$ cat src/rtl/debug_dump_pkg.sv
// Shared definitions for the debug dump engine: FSM states, DDR3 debug window base, channel limit.
// The CSUM state exists only when DEBUG_DUMP_CHECKSUM_EN is defined.
package debug_dump_pkg;

    localparam logic [27:0] DDR3_DEBUG_BASE = 28'h1400000;
    localparam int          MAX_CHANNELS    = 16;

    typedef enum logic [2:0] {
        ST_IDLE     = 3'd0,
        ST_FETCH    = 3'd1,
        ST_LATCH    = 3'd2,
        ST_WAIT_RDY = 3'd3,
        ST_WRITE    = 3'd4,
        ST_NEXT     = 3'd5,
        ST_DONE     = 3'd6
`ifdef DEBUG_DUMP_CHECKSUM_EN
        ,
        ST_CSUM     = 3'd7
`endif
    } dump_state_t;

    // Byte address of (channel, index) inside the debug area; 28-bit wrap is intentional.
    function automatic logic [27:0] win_addr(input logic [27:0] base,
                                             input logic [3:0]  chan,
                                             input logic [15:0] idx,
                                             input int          win_w);
        win_addr = base + ({24'd0, chan} << win_w) + {12'd0, idx};
    endfunction

endpackage

$ cat src/rtl/debug_dump_addr_gen.sv
// Channel/index counters of the debug dump engine and the registered DDR3 byte address.
// Supports the checksum index jump used when DEBUG_DUMP_CHECKSUM_EN is defined.
module debug_dump_addr_gen
    import debug_dump_pkg::*;
#(
    parameter int          WIN_W     = 8,
    parameter logic [27:0] BASE_ADDR = DDR3_DEBUG_BASE
) (
    input  logic             clk,
    input  logic             reset,
    input  logic             clr_i,
    input  logic             inc_idx_i,
    input  logic             inc_chan_i,
    input  logic             set_idx_i,
    input  logic [WIN_W-1:0] idx_val_i,
    output logic [3:0]       chan_o,
    output logic [WIN_W-1:0] idx_o,
    output logic [27:0]      addr_o
);

    logic [3:0]       chan_q, chan_d;
    logic [WIN_W-1:0] idx_q, idx_d;
    logic [27:0]      addr_q, addr_d;

    // Next counter values; the address is precomputed so it is valid in the FETCH cycle.
    always_comb begin
        chan_d = chan_q;
        idx_d  = idx_q;
        if (clr_i) begin
            chan_d = 4'd0;
            idx_d  = '0;
        end else if (inc_chan_i) begin
            chan_d = chan_q + 4'd1;
            idx_d  = '0;
        end else if (inc_idx_i) begin
            idx_d = idx_q + WIN_W'(1);
        end else if (set_idx_i) begin
            idx_d = idx_val_i;
        end else begin
            chan_d = chan_q;
            idx_d  = idx_q;
        end
        addr_d = win_addr(BASE_ADDR, chan_d, 16'(idx_d), WIN_W);
    end

    // Counter and address registers.
    always_ff @(posedge clk or posedge reset) begin
        if (reset) begin
            chan_q <= 4'd0;
            idx_q  <= '0;
            addr_q <= BASE_ADDR;
        end else begin
            chan_q <= chan_d;
            idx_q  <= idx_d;
            addr_q <= addr_d;
        end
    end

    assign chan_o = chan_q;
    assign idx_o  = idx_q;
    assign addr_o = addr_q;

endmodule

$ cat src/rtl/debug_dump.sv
// Debug dump engine: copies each source channel window byte-by-byte into DDR3.
// Define DEBUG_DUMP_CHECKSUM_EN to append a modulo-256 checksum byte per non-empty channel.
module debug_dump
    import debug_dump_pkg::*;
#(
    parameter int          CHANNELS   = 8,
    parameter int          WIN_W      = 8,
    parameter logic [27:0] BASE_ADDR  = DDR3_DEBUG_BASE,
    parameter int          AUTO_START = 1
) (
    input  logic                      clk,
    input  logic                      reset,
    input  logic                      start,
    input  logic [CHANNELS*WIN_W-1:0] chan_len,
    output logic [3:0]                src_sel,
    output logic [WIN_W-1:0]          src_addr,
    input  logic [7:0]                src_data,
    output logic                      busy,
    output logic                      done,
    output logic [27:0]               ddr3_addr,
    output logic [7:0]                ddr3_din,
    output logic                      ddr3_upload,
    output logic                      ddr3_wr,
    input  logic                      ddr3_ready
);

    dump_state_t      state_q;
    logic             busy_q, done_q, upload_q, wr_q, auto_q;
    logic [7:0]       din_q;
    logic [WIN_W-1:0] len_q;
`ifdef DEBUG_DUMP_CHECKSUM_EN
    logic [7:0]       sum_q;
    logic             csum_ph_q;
`endif

    logic [3:0]       chan_s;
    logic [WIN_W-1:0] idx_s, cur_len_s;
    logic             go_s, more_idx_s, last_idx_s, last_chan_s;
    logic             clr_s, inc_idx_s, inc_chan_s, set_idx_s;

    assign cur_len_s   = chan_len[int'(chan_s)*WIN_W +: WIN_W];
    assign go_s        = (state_q == ST_IDLE) && (start || auto_q);
    assign more_idx_s  = (len_q != '0) && (idx_s < (len_q - WIN_W'(1)));
    assign last_idx_s  = (idx_s == (len_q - WIN_W'(1)));
    assign last_chan_s = (chan_s == 4'(CHANNELS - 1));

    // Counter commands decoded from the current state.
    always_comb begin
        clr_s      = go_s;
        inc_idx_s  = (state_q == ST_NEXT) && more_idx_s;
        inc_chan_s = (state_q == ST_NEXT) && !more_idx_s && !last_chan_s;
`ifdef DEBUG_DUMP_CHECKSUM_EN
        set_idx_s  = (state_q == ST_WRITE) && !csum_ph_q && last_idx_s;
`else
        set_idx_s  = 1'b0;
`endif
    end

    debug_dump_addr_gen #(
        .WIN_W     (WIN_W),
        .BASE_ADDR (BASE_ADDR)
    ) u_addr_gen (
        .clk        (clk),
        .reset      (reset),
        .clr_i      (clr_s),
        .inc_idx_i  (inc_idx_s),
        .inc_chan_i (inc_chan_s),
        .set_idx_i  (set_idx_s),
        .idx_val_i  (len_q),
        .chan_o     (chan_s),
        .idx_o      (idx_s),
        .addr_o     (ddr3_addr)
    );

    // Dump sequencer with registered handshake outputs.
    always_ff @(posedge clk or posedge reset) begin
        if (reset) begin
            state_q  <= ST_IDLE;
            busy_q   <= 1'b0;
            done_q   <= 1'b0;
            upload_q <= 1'b0;
            wr_q     <= 1'b0;
            din_q    <= 8'd0;
            len_q    <= '0;
            auto_q   <= (AUTO_START != 0);
`ifdef DEBUG_DUMP_CHECKSUM_EN
            sum_q     <= 8'd0;
            csum_ph_q <= 1'b0;
`endif
        end else begin
            case (state_q)
                ST_IDLE: begin
                    done_q <= 1'b0;
                    if (go_s) begin
                        busy_q   <= 1'b1;
                        upload_q <= 1'b1;
                        auto_q   <= 1'b0;
                        state_q  <= ST_FETCH;
`ifdef DEBUG_DUMP_CHECKSUM_EN
                        sum_q     <= 8'd0;
                        csum_ph_q <= 1'b0;
`endif
                    end else begin
                        state_q <= ST_IDLE;
                    end
                end
                ST_FETCH: begin
                    len_q <= cur_len_s;
                    if (cur_len_s == '0) begin
                        state_q <= ST_NEXT;
                    end else begin
                        state_q <= ST_LATCH;
                    end
                end
                ST_LATCH: begin
                    din_q <= src_data;
`ifdef DEBUG_DUMP_CHECKSUM_EN
                    sum_q <= sum_q + src_data;
`endif
                    if (ddr3_ready) begin
                        wr_q    <= 1'b1;
                        state_q <= ST_WRITE;
                    end else begin
                        state_q <= ST_WAIT_RDY;
                    end
                end
                ST_WAIT_RDY: begin
                    if (ddr3_ready) begin
                        wr_q    <= 1'b1;
                        state_q <= ST_WRITE;
                    end else begin
                        state_q <= ST_WAIT_RDY;
                    end
                end
                ST_WRITE: begin
                    wr_q <= 1'b0;
`ifdef DEBUG_DUMP_CHECKSUM_EN
                    if (set_idx_s) begin
                        din_q     <= sum_q;
                        csum_ph_q <= 1'b1;
                        state_q   <= ST_CSUM;
                    end else begin
                        state_q <= ST_NEXT;
                    end
`else
                    state_q <= ST_NEXT;
`endif
                end
`ifdef DEBUG_DUMP_CHECKSUM_EN
                ST_CSUM: begin
                    if (ddr3_ready) begin
                        wr_q    <= 1'b1;
                        state_q <= ST_WRITE;
                    end else begin
                        state_q <= ST_CSUM;
                    end
                end
`endif
                ST_NEXT: begin
`ifdef DEBUG_DUMP_CHECKSUM_EN
                    csum_ph_q <= 1'b0;
                    if (inc_chan_s) begin
                        sum_q <= 8'd0;
                    end else begin
                        sum_q <= sum_q;
                    end
`endif
                    if (inc_idx_s || inc_chan_s) begin
                        state_q <= ST_FETCH;
                    end else begin
                        busy_q   <= 1'b0;
                        upload_q <= 1'b0;
                        done_q   <= 1'b1;
                        state_q  <= ST_DONE;
                    end
                end
                ST_DONE: begin
                    done_q  <= 1'b0;
                    state_q <= ST_IDLE;
                end
                default: begin
                    busy_q   <= 1'b0;
                    upload_q <= 1'b0;
                    wr_q     <= 1'b0;
                    done_q   <= 1'b0;
                    state_q  <= ST_IDLE;
                end
            endcase
        end
    end

    assign src_sel     = chan_s;
    assign src_addr    = idx_s;
    assign busy        = busy_q;
    assign done        = done_q;
    assign ddr3_din    = din_q;
    assign ddr3_upload = upload_q;
    assign ddr3_wr     = wr_q;

endmodule

$ cat config.mk
export PLATFORM = sky130hd
export DESIGN_NAME = debug_dump
export DESIGN_NICKNAME = d
export VERILOG_FILES = /design/src/rtl/debug_dump_pkg.sv /design/src/rtl/debug_dump_addr_gen.sv /design/src/rtl/debug_dump.sv
export SDC_FILE = /design/constraint.sdc
export NUM_CORES = 1
export LEC_CHECK = 0
export BUFFER_PORTS_ARGS = -buffer_cell sky130_fd_sc_hd__clkbuf_2
export CAP_MARGIN = 30
export CORE_AREA = 2 2 59 117
export CTS_CLUSTER_SIZE = 10
export DETAILED_ROUTE_END_ITERATION = 8
export DIE_AREA = 0 0 61 119
export GPL_TIMING_DRIVEN = 0
export PLACE_DENSITY_LB_ADDON = 0.25
export SETUP_SLACK_MARGIN = 0.15
export SLEW_MARGIN = 20
export SYNTH_ARGS = -nofsm -noshare
export SYNTH_HDL_FRONTEND = slang
export SYNTH_SLANG_ARGS = --single-unit
$ cat constraint.sdc
create_clock -name clk -period 2.7 [get_ports clk]
set_input_delay 0.405 -clock clk [delete_from_list [all_inputs] [get_ports clk]]
set_output_delay 0.405 -clock clk [all_outputs]
set_load 0.005 [all_outputs]
; Yosys cells after proc, flatten, opt, wreduce, memory -nomap -nowiden
; Index checks and enable logic that the tools add are counted.
[word_totals]
reg_bits = 63
inputBits = 76
out_inout_bits = 52
elab_cells = 67
[classes]
addsub = 5
order_cmp = 1
eq_ne = 10
n_shift = 1
muxes = 17
bitwise = 3
reduce_logical = 20
[ops]
columns = operator, count
row1 = $shiftx A64 B8 Y8, 1
row2 = $add A28 B8 Y28, 1
row3 = $add A25 B12 Y26 const A, 1
row4 = $mux W8, 3
row5 = $pmux W3 S5, 1
row6 = $eq A3 B3 Y1 const B, 3
row7 = $mux W3, 3
row8 = $add A8 B1 Y8 const B, 1
row9 = $logic_not A8 Y1, 1
row10 = $lt A8 B8 Y1, 1
row11 = $mux W4, 2
row12 = $reduce_bool A8 Y1, 1
row13 = $reduce_or A4 Y1, 2
row14 = $sub A8 B1 Y8 const B, 1
row15 = $eq A3 B2 Y1 const B, 2
row16 = $reduce_and A2 Y1, 3
row17 = $logic_and A1 B1 Y1, 5
row18 = $mux W1, 5
row19 = $reduce_or A5 Y1, 1
row20 = $add A4 B1 Y4 const B, 1
row21 = $eq A4 B3 Y1 const B, 1
row22 = $ne A2 B2 Y1 const B, 2
row23 = $pmux W1 S2, 2
row24 = $eq A3 B1 Y1 const B, 1
row25 = 8 further kinds, 12

; Logic depth before layout (Yosys ltp)
; Gate-level depths: netlist (run 1).
[depth]
depth_word = 10
mapped_depth = 12
ltp_nobuf = 11

; By module
; From an unflattened synthesis (run 1), not the netlist that was laid out.
[hier_totals]
cells_unflattened = 275
hier_area_um2 = 2822.7
[by_module_without_submodules]
columns = mod, n_inst, cells_each, area_each_um2
row1 = debug_dump, 1, 170, 1913.1
row2 = debug_dump_addr_gen, 1, 105, 909.6

; Least setup slack after synthesis (run 1)
; No wires, ideal clock.
[synth_timing]
path_kind = reg2reg
startpoint = register len_q[2]
endpoint = register u_addr_gen.addr_q[7], in the netlist u_addr_gen.addr_o[7]
setup_ns = 0.079
arrival_ns = 2.519
setup_slack_ns = 0.102
path_stages_with_launch = 13
period_less_slack_ns = 2.598
path_cell_list = dfrtp_1 -> nor2_2 -> nand3_1 -> nor4_1 -> xnor2_1 -> ha_1 -> nand2_1 -> a2bb2oi_1 -> and3b_1 -> buf_6 -> nand2_4 -> or4_1 -> a21oi_1
[synth_between]
elab_chain_len = 9
[synth_rtl]
columns = element, line_no
row1 = from (decl), debug_dump.sv:30  ; logic [WIN_W-1:0] len_q;
row2 = from (signal assigned), debug_dump.sv:108  ; len_q <= cur_len_s;
row3 = $sub A8 B1 Y8, n/a
row4 = $lt A8 B8 Y1, debug_dump.sv:43  ; assign more_idx_s = (len_q != '0) && (idx_s < (len_q - WIN_W'(1)));
row5 = $logic_and A1 B1 Y1 (*), debug_dump.sv:43
row6 = $logic_not A1 Y1, debug_dump.sv:51  ; inc_chan_s = (state_q == ST_NEXT) && !more_idx_s && !last_chan_s;
row7 = $logic_and A1 B1 Y1 (2 in a row), debug_dump.sv:51
row8 = $mux W8 (*), debug_dump_addr_gen.sv:32  ; end else if (inc_chan_i) begin
row9 = $mux W8 (*), debug_dump_addr_gen.sv:29  ; if (clr_i) begin
row10 = $add A28 B8 Y28 (*), debug_dump_pkg.sv:27  ; win_addr = base + ({24'd0, chan} << win_w) + {12'd0, idx};
row11 = to (signal assigned), debug_dump_addr_gen.sv:55  ; addr_q <= addr_d;
row12 = to (decl), debug_dump_addr_gen.sv:23  ; logic [27:0] addr_q, addr_d;
; Mark *: on every way between the ends. The rest lies on a longest branch, timed or not.
; A chain may end at the register's enable or synchronous reset.

; Worst setup path after layout (run 1)
[layout_timing]
startpoint = register len_q[0]
endpoint = register u_addr_gen.addr_q[7], in the netlist u_addr_gen.addr_o[7]
; Same word-level chain as after synthesis.

==> metrics.yaml, run 1 <==
multi_input_area_sq_mm: 0.00165
ys.flop_type: "dfrtp_1"
status: "finished, final reports clean"
crit_required_ns: 2.90
synth_area_sq_mm: 0.00269
post-route-min-period_ns: 2.60
utilization: 0.584
path_clk_slew_ns: 0.05
cp.arrival_ns: 2.81
place_ws_ns: -0.232
dpl.hpwl_mm: 5.47
cp-endpoint: "u_addr_gen.addr_o[7]$_DFFE_PP0P_"
syn_inst: 274
synth_area_leaders: "dfrtp_1, buf_4, mux2i_1"
num_rows: 42
first_global_vias: 2610
die_x_um: 61
ir_worst_vdd_mv: 0.582
viasPerCell: 5.13
timing.rr.start: "len_q[0]$_DFFE_PP0P_"
drt_iter0_drc: 70
finalSetupViolations: 0
drt_wl_total_mm: 7.12
critPathMaxFanout: 5
met3_length_um: 339
crit_type: "reg -> reg"
final_nets: 505
hold_viol: 0
syn_avg_cell_area_sq_um: 9.83
cts.sinks: 35
drive_gt1_frac: 0.493
ys_seq_area_frac: 0.326
routed-wl-met2_mm: 4.11
n_fill_cell: 597
antenna_found_initial: 0
cts.root.buffer_cell: "clkbuf_16"
synth-edff-count: 0
postCtsHoldBufs: 0
grt_pass1_wl_mm: 11.6
finClkSkew_ns: 0.00331
diodes: 0
synth_most_common_cell: "dfrtp_1"
synth_top_area_frac: 0.316
htreeDepth: 2
via_count: 2604
critPathCaptureType: "flop"
slew_headroom: 0.473
coreArea_sq_mm: 0.00646
power_density_mw_per_mm2: 754
gr-total-overflow: 0
grt_use_total: 0.206
ant_nets: 0
ys_ff_latch: 35
top_layer: "met4"
wl_per_cell_um: 14.0
p_total_uw: 2850
area_growth_pct: 40.1
fin_ws_ns: 0.0970
synth_top_area_cell: "dfrtp_1"
grt_max_degree: 36
regArea_sq_um: 878
min_path_type: "in -> async"
cp-start-kind: "flop"
fmax_mhz: 384
synthArstFlopShare: 1.00
final_max_slew_viol_count: 0
timing.rr.end: "u_addr_gen.addr_o[7]$_DFFE_PP0P_"
die_h_um: 119
rsz0062_at_grt: "true"
r2r_setup_slack_ns: 0.1
worst_slew_pin_slew_ns: 0.783
synth_common_cells: "dfrtp_1, buf_4, nand2_1"
die-area_sq_mm: 0.00726
synth.yosys.warnings: 0
p_leak_uw: 0.00191
cts_buffers: 5
fin_crit_sh: 0.964
wl_met1_mm: 2.57
gp_congestion: 0.818
cts_tree: "done"
initial_core_util: 0.417
rr_worst_depth: 12
cts_buffer_depth: 2
drtPass1Iterations: 6
drc: 0
ys_types: 48
crit_path_start: "len_q[0]$_DFFE_PP0P_"
insertion_delay_ns: 0.27
portBuffers: 111
cap_violations: 0
io_pins: 128
==> per-layer routing <==
layer / track usage / vias to the layer above
li1: - / 1246
met1: 0.238 / 1251
met2: 0.375 / 91
met3: 0.0326 / 16
met4: 0.0543 / 0
met5: 0 / -
==> state kept, by name, indices dropped and copies added, names as in the netlist <==
register           count
auto_q                 1
len_q                  8
ddr3_upload            1
state_q                3
u_addr_gen.idx_o       7
u_addr_gen.chan_o      4
ddr3_wr                1
ddr3_din               8
done                   1
u_addr_gen.addr_o      1
==> cell families (layout without fill, tap and decap cells) <==
| kind of cell | after synthesis | after routing | synth area share |
|---|---|---|---|
| AO/OA/AOI/OAI | 56 | 56 | 0.140 |
| XOR/XNOR | 12 | 12 | 0.0390 |
| adder cells (fa/ha/maj) | 10 | 10 | 0.0464 |
| buffers and inverters | 49 | 181 | 0.127 |
| flip-flops | 35 | 35 | 0.326 |
| multiplexers | 34 | 34 | 0.174 |
| other | 2 | 16 | 0.00279 |
| AND/OR/NAND/NOR | 76 | 76 | 0.145 |
==> layout by cell type, fill, tap and decap left out, types with 2 or more instances in the layout <==
| cell type | count |
|---|---|
| inv_2 | 3 |
| nand4_1 | 4 |
| nand3_1 | 9 |
| o31ai_1 | 3 |
| nor3_1 | 4 |
| o211ai_1 | 4 |
| ha_1 | 9 |
| inv_1 | 7 |
| mux2i_1 | 18 |
| buf_6 | 4 |
| o21ai_0 | 10 |
| clkbuf_1 | 4 |
| o21ai_1 | 2 |
| xor2_1 | 8 |
| xnor2_1 | 4 |
| a2bb2oi_2 | 2 |
| nor2b_1 | 3 |
| or3_1 | 3 |
| conb_1 | 16 |
| nor2_1 | 16 |
| mux2_2 | 8 |
| nand2_2 | 2 |
| nor4_1 | 2 |
| mux4_2 | 3 |
| a21oi_1 | 12 |
| a21oi_2 | 3 |
| a22oi_1 | 3 |
| a31oi_1 | 2 |
| clkbuf_16 | 5 |
| dfrtp_1 | 33 |
| mux4_1 | 5 |
| clkbuf_2 | 111 |
| nor2_2 | 2 |
| buf_4 | 41 |
| and3_1 | 2 |
| buf_2 | 2 |
| a2bb2oi_1 | 7 |
| nand2_1 | 20 |
==> worst max-delay path, stage by stage (launching register included) <==
cell       delay, ns
dfrtp_1         0.41
inv_2           0.14
ha_4            0.18
nand3_1         0.09
xor2_1          0.17
ha_1            0.31
nand2_1         0.09
a2bb2oi_2       0.18
and3b_2         0.22
buf_6           0.12
nand2_4         0.05
or4_4           0.42
a21oi_2         0.14
==> worst min-delay path by stage <==
stage | slack [ns] | end | cells past startpoint
6_report | 0.24 | u_addr_gen.addr_o[7]$_DFFE_PP0P_ | 2
5_1_grt | 0.30 | u_addr_gen.idx_o[0]$_DFFE_PP0P_ | 2
4_1_cts | 0.28 | ddr3_din[1]$_DFFE_PP0N_ | 2
3_5_place_dp | 0.48 | auto_q$_DFFE_PP1P_ | 1
3_3_place_gp | 0.47 | done$_DFFE_PP0P_ | 2
2_1_floorplan | 0.47 | auto_q$_DFFE_PP1P_ | 1
==> power breakdown <==
part           switching [uW]  internal [uW]  leakage [uW]
sequential                158            695      0.000442
clock                     205            341     0.0000679
combinational             731            717       0.00140
total                    1090           1750       0.00191
==> final cells by class <==
class / count / area share
buffer: 39 / 0.0805
multi-input combinational: 204 / 0.436
clock buffer: 7 / 0.0351
tap: 88 / 0.0292
sequential: 35 / 0.233
inverter: 10 / 0.00994
timing repair buffer: 124 / 0.175
clock inverter: 1 / 0.00133
==> through the flow <==
stage	cell area, sq um	hold WS (ns)	instances	setup TNS, ns
after floorplan	2750	0.466	288	0
after global placement	3420	0.468	487	-0.374
after detailed placement	3420	0.477	487	-1.68
after CTS	3700	0.277	505	0
after global routing	3770	0.304	508	-0.00214
final	3770	0.237	508	0
==> repair_timing <==
| action | 4_1_cts | 5_1_grt |
|---|---|---|
| buffers inserted | 10 | 3 |
| gates resized for setup | 14 | 15 |
| setup endpoints to repair | 13 | 17 |
| pin swaps | 13 | 11 |
| endpoints found under the hold margin | 0 | 0 |
Power figures use the tool's default switching activity.
==> inputs of run 2 (changes only) <==
Settings changed: PLACE_DENSITY set to 0.8, PLACE_DENSITY_LB_ADDON 0.25 to unset.
==> metrics.yaml, run 2 (synthesis gave the netlist of run 1 again) <==
critPathCaptureType: "flop"
drt_wl_total_mm: 6.98  # -1.9%
dp.cells: 487  # unchanged
power_density_mw_per_mm2: 777  # +3.0%
final_common_cell: "clkbuf_2"
first_global_vias: 2537  # -2.8%
wl_per_cell_um: 13.9  # -0.77%
p_sw_frac: 0.368  # -0.0160
cts.sinks: 35  # unchanged
slew_headroom: 0.490  # +0.0162
p_int_uw: 1850  # +5.3%
final_max_slew_viol_count: 0  # unchanged
antenna_found_initial: 0  # unchanged
finalSetupViolations: 0  # unchanged
fin_area_sq_mm: 0.00376  # -0.30%
worst_slew_pin_slew_ns: 0.759  # -0.0240 ns
io_pins: 128  # unchanged
drt_iter0_drc: 111  # +59%
die_x_um: 61  # unchanged
p_comb_frac: 0.478  # -0.031
placed_area_sq_mm: 0.00342  # unchanged
drive_gt1_frac: 0.493  # about the same
switchingPower_uw: 1080  # -1.6%
critPathMaxFanout: 6  # +1
rsz0062_at_grt: "true"
grt_pass1_wl_mm: 10.8  # -7.2%
cp.arrival_ns: 2.71  # -0.10 ns
crit_required_ns: 2.85  # -0.05 ns
n_fill_cell: 574  # -3.9%
p_seq_frac: 0.293  # -0.007
ir_worst_vdd_mv: 0.489  # -16%
postCtsHoldBufs: 0  # unchanged
cts_buffers: 5  # unchanged
hold_viol: 0  # unchanged
gp_congestion: 0.779  # -4.7%
area_growth_pct: 39.7
diodes: 0  # unchanged
instances_no_fill: 502  # -1.2%
cts_tree: "done"
hold_ws_ns: 0.245  # +0.00853 ns
dpl.hpwl_mm: 5.22  # -4.6%
path_clk_slew_ns: 0.06  # about the same
cp-start-kind: "flop"
power.share.clock: 0.229  # +0.037
drc: 0  # unchanged
final_cell_mix: "clkbuf_2, buf_4, dfrtp_1"
viasPerCell: 5.10  # -0.51%
coreArea_sq_mm: 0.00646  # unchanged
crit_type: "reg -> reg"
finClkSkew_ns: 0.00361  # +0.000308 ns
cts.root.buffer_cell: "clkbuf_16"
die-area_sq_mm: 0.00726  # unchanged
portBuffers: 111  # unchanged
ant_nets: 0  # unchanged
cap_violations: 0  # unchanged
grt_use_total: 0.190  # -0.0168
insertion_delay_ns: 0.27  # about the same
via_count: 2560  # -1.7%
initial_core_util: 0.417  # unchanged
die_h_um: 119  # unchanged
htreeDepth: 2  # unchanged
post-route-min-period_ns: 2.56  # -0.0399 ns
gr-total-overflow: 0  # unchanged
p_leak_uw: 0.00190  # -0.33%
num_rows: 42  # unchanged
grt_max_degree: 36  # unchanged
fmax_mhz: 390  # +1.6%
cts_buffer_depth: 2  # unchanged
min_path_type: "in -> async"
fin_crit_sh: 0.949  # -0.0148
drtPass1Iterations: 4  # -2
final_nets: 499  # -1.2%
status: "finished, final reports clean"
-- run 2: timing repair --
| item | CTS | global route |
|---|---|---|
| endpoints found under the hold margin | 0 | 0 |
| endpoints found under the setup margin | 12 | 13 |
| resized for setup | 10 | 17 |
| pin swaps | 8 | 6 |
| setup buffers | 6 | 1 |
-- run 2: cell type report --
type	count	area (sq um)	share of cell area
Clock inverter	2	35.0	0.00931
Sequential cell	35	878	0.233
Inverter	10	37.5	0.00997
Timing Repair Buffer	118	612	0.163
Tap cell	88	110	0.0293
Clock buffer	6	139	0.0369
Buffer	39	304	0.0808
Multi-Input combinational cell	204	1650	0.438
-- run 2: power groups by stage --
stage          Clock [uW]  Combinational (uW)  Sequential [uW]
6_report              669                1400              856
5_1_grt               700                1560              878
4_1_cts               683                1300              845
3_5_place_dp            0                1190              854
3_3_place_gp            0                1160              847
2_1_floorplan           0                 871              830
-- run 2: through the flow --
stage / utilization / power, uW / setup TNS, ns / setup slack [ns]
6_report: 0.582 / 2920 / 0 / 0.137
5_1_grt: 0.582 / 3140 / 0 / 0.0139
4_1_cts: 0.569 / 2830 / 0 / 0.113
3_5_place_dp: 0.529 / 2050 / -0.709 / -0.108
3_3_place_gp: 0.529 / 2010 / -0.275 / -0.0720
2_1_floorplan: - / 1700 / 0 / 0.156
-- run 2: critical path, cell delays in order, from the launching register on --
cell and delay (ns):
dfrtp_2 0.42, nor2_4 0.15, buf_6 0.11, buf_4 0.12
nand3_2 0.07, xor2_1 0.15, ha_1 0.29, nand4_1 0.16
a211o_4 0.36, a21oi_4 0.18, o211ai_1 0.11, or3_1 0.32
-- run 2: path summary, 6_finish.rpt --
path | startpoint | to | slack (ns) | cells past startpoint
worst min register to register | done$_DFFE_PP0P_ | done$_DFFE_PP0P_ | 0.48 | 2
worst max-delay path | len_q[2]$_DFFE_PP0P_ | state_q[0]$_DFF_PP0_ | 0.14 | 11
min in group clk | src_data[4] | ddr3_din[4]$_DFFE_PP0N_ | 0.36 | 2
worst min-delay path | reset | u_addr_gen.idx_o[2]$_DFFE_PP0P_ | 0.25 | 2
max in group asynchronous | reset | len_q[2]$_DFFE_PP0P_ | 1.93 | 2
worst max register to register | len_q[2]$_DFFE_PP0P_ | state_q[0]$_DFF_PP0_ | 0.14 | 11
-- run 2: per-layer routing --
layer	global-route usage	routed length, um	part of all wire	vias to the layer above
li1	-	-	-	1232
met1	0.217	2590	0.37	1189
met2	0.337	3830	0.55	121
met3	0.0337	417	0.060	18
met4	0.0639	148	0.021	0
met5	0	0	0	-
==> inputs of run 3 (changes only) <==
Settings changed: CORE_AREA 2 2 59 117 to 2 2 57 113, DIE_AREA 0 0 61 119 to 0 0 59 115, PLACE_DENSITY 0.8 to 0.81.
Clock period 2.7 ns to 2.5 ns, I/O delays scaled along.
==> metrics.yaml, run 3 (synthesis gave the netlist of run 1 again) <==
initial_core_util: 0.456  # +0.0394
fin_area_sq_mm: 0.00372  # -1.2%
ant_nets: 0  # unchanged
wl_per_cell_um: 13.9  # -0.11%
cap_violations: 0  # unchanged
portBuffers: 111  # unchanged
crit_required_ns: 2.65  # -0.20 ns
die_x_um: 59  # -3.3%
final_cell_mix: "clkbuf_2, buf_4, dfrtp_1"
cpMaxStageDelayCell: "dfrtp_2"
path_clk_slew_ns: 0.06  # about the same
insertion_delay_ns: 0.28  # about the same
post-route-min-period_ns: 2.46  # -0.102 ns
slowest_delay_ns: 0.42  # about the same
finalSetupViolations: 0  # unchanged
p_comb_frac: 0.496  # +0.018
num_rows: 40  # -4.8%
drt_iter0_drc: 56  # -50%
cp-start-kind: "flop"
cp_top_family: "simple AND/OR/NAND/NOR gates"
drc: 0  # unchanged
grt_max_degree: 36  # unchanged
hold_viol: 0  # unchanged
fin_crit_sh: 0.984  # +0.0351
cts.root.buffer_cell: "clkbuf_16"
cts_tree: "done"
slew_headroom: 0.491  # +0.00126
htreeDepth: 2  # unchanged
p_int_uw: 1890  # +2.4%
power_density_mw_per_mm2: 823  # +6.0%
placed_area_sq_mm: 0.00342  # +0.11%
final_nets: 502  # +0.60%
diodes: 0  # unchanged
fmax_mhz: 406  # +4.2%
fin_setup_tns_ns: 0  # unchanged
switchingPower_uw: 1170  # +8.8%
cp.arrival_ns: 2.61  # -0.10 ns
critPathMaxFanout: 3  # -3
grt_pass1_wl_mm: 10.6  # -1.5%
critPathCaptureType: "flop"
via_count: 2505  # -2.1%
drtPass1Iterations: 4  # unchanged
area_growth_pct: 38.1
n_fill_cell: 512  # -11%
gp_congestion: 0.817  # +4.9%
dpl.hpwl_mm: 5.16  # -1.0%
status: "finished, final reports clean"
cts.sinks: 35  # unchanged
die_h_um: 115  # -3.4%
fin_ws_ns: 0.0391  # -0.0978 ns
hold_ws_ns: 0.195  # -0.0504 ns
drive_gt1_frac: 0.489  # -0.00354
p_seq_frac: 0.301  # +0.008
cts_buffers: 5  # unchanged
crit_chain: "nor2_4, buf_4, nand3_1, xor2_1, ha_1, nand2_1, a2bb2oi_2, and3b_1, buf_6, a21oi_4, o211ai_1, or3_1"
p_leak_uw: 0.00189  # -0.70%
coreArea_sq_mm: 0.00591  # -8.6%
cts_buffer_depth: 2  # unchanged
io_pins: 128  # unchanged
multi_input_area_sq_mm: 0.00163  # -0.84%
regArea_sq_um: 878  # unchanged
antenna_found_initial: 0  # unchanged
final_max_slew_viol_count: 0  # unchanged
ir_worst_vdd_mv: 0.631  # +29%
drt_wl_total_mm: 6.67  # -4.5%
finClkSkew_ns: 0.00563  # +0.00202 ns
crit_type: "reg -> reg"
final_common_cell: "clkbuf_2"
place_ws_ns: -0.148  # -0.0404 ns
worst_slew_pin_slew_ns: 0.757  # -0.00188 ns
gr-total-overflow: 0  # unchanged
crit_buf_inv: 2  # unchanged
first_global_vias: 2384  # -6.0%
p_sw_frac: 0.383  # +0.0142
grt_use_total: 0.201  # +0.0115
die-area_sq_mm: 0.00679  # -6.5%
viasPerCell: 5.22  # +2.3%
power.share.clock: 0.202  # -0.027
min_path_type: "in -> async"
rsz0062_at_grt: "true"
run 3: worst register-to-register path, delay by kind of cell, from the launching register on:
family,cells,cell delay [ns]
simple gates,5,0.77
xor+xnor,1,0.16
buf+inv,2,0.27
fa+ha+maj,1,0.30
flops,1,0.42
compound gates,3,0.41
run 3: power groups by stage:
stage / Sequential (uW) / Clock (uW) / Combinational, uW
finish: 923 / 620 / 1520
detailed placement: 925 / 0 / 1320
CTS: 910 / 633 / 1440
global route: 949 / 656 / 1680
floorplan: 901 / 0 / 975
global placement: 922 / 0 / 1290
run 3: layer usage:
layer	wire length [um]	GRT usage
met5	0	0
met4	72	0.0530
met3	361	0.0394
met2	3720	0.367
met1	2510	0.232
run 3: worst paths after layout:
| kind | cells past startpoint | endpoint | startpoint | slack [ns] |
|---|---|---|---|---|
| max | 12 | state_q[0]$_DFF_PP0_ | len_q[2]$_DFFE_PP0P_ | 0.04 |
| min | 2 | ddr3_din[6]$_DFFE_PP0N_ | reset | 0.20 |
| max reg2reg | 12 | state_q[0]$_DFF_PP0_ | len_q[2]$_DFFE_PP0P_ | 0.04 |
| min reg2reg | 1 | auto_q$_DFFE_PP1P_ | auto_q$_DFFE_PP1P_ | 0.48 |
| max in group asynchronous | 2 | len_q[2]$_DFFE_PP0P_ | reset | 1.80 |
| min in group clk | 2 | ddr3_din[5]$_DFFE_PP0N_ | src_data[5] | 0.32 |
run 3: area by class of cell:
cell class | count | share of cell area
Timing Repair Buffer | 121 | 0.172
Buffer | 39 | 0.0817
Clock inverter | 3 | 0.00639
Multi-Input combinational cell | 204 | 0.439
Tap cell | 63 | 0.0212
Inverter | 10 | 0.0101
Clock buffer | 5 | 0.0336
Sequential cell | 35 | 0.236
run 3: per-stage QoR:
step                cells  total power (uW)   util
global placement      462              2210  0.579
detailed placement    462              2250  0.579
floorplan             288              1880      -
CTS                   478              2980  0.621
finish                480              3060  0.630
global route          480              3280  0.630
run 3: timing repair:
action / CTS / global route
pin swaps: 10 / 3
setup endpoints to repair: 14 / 16
resized for setup: 9 / 8
setup buffers: 8 / 2
hold buffers: 0 / 0
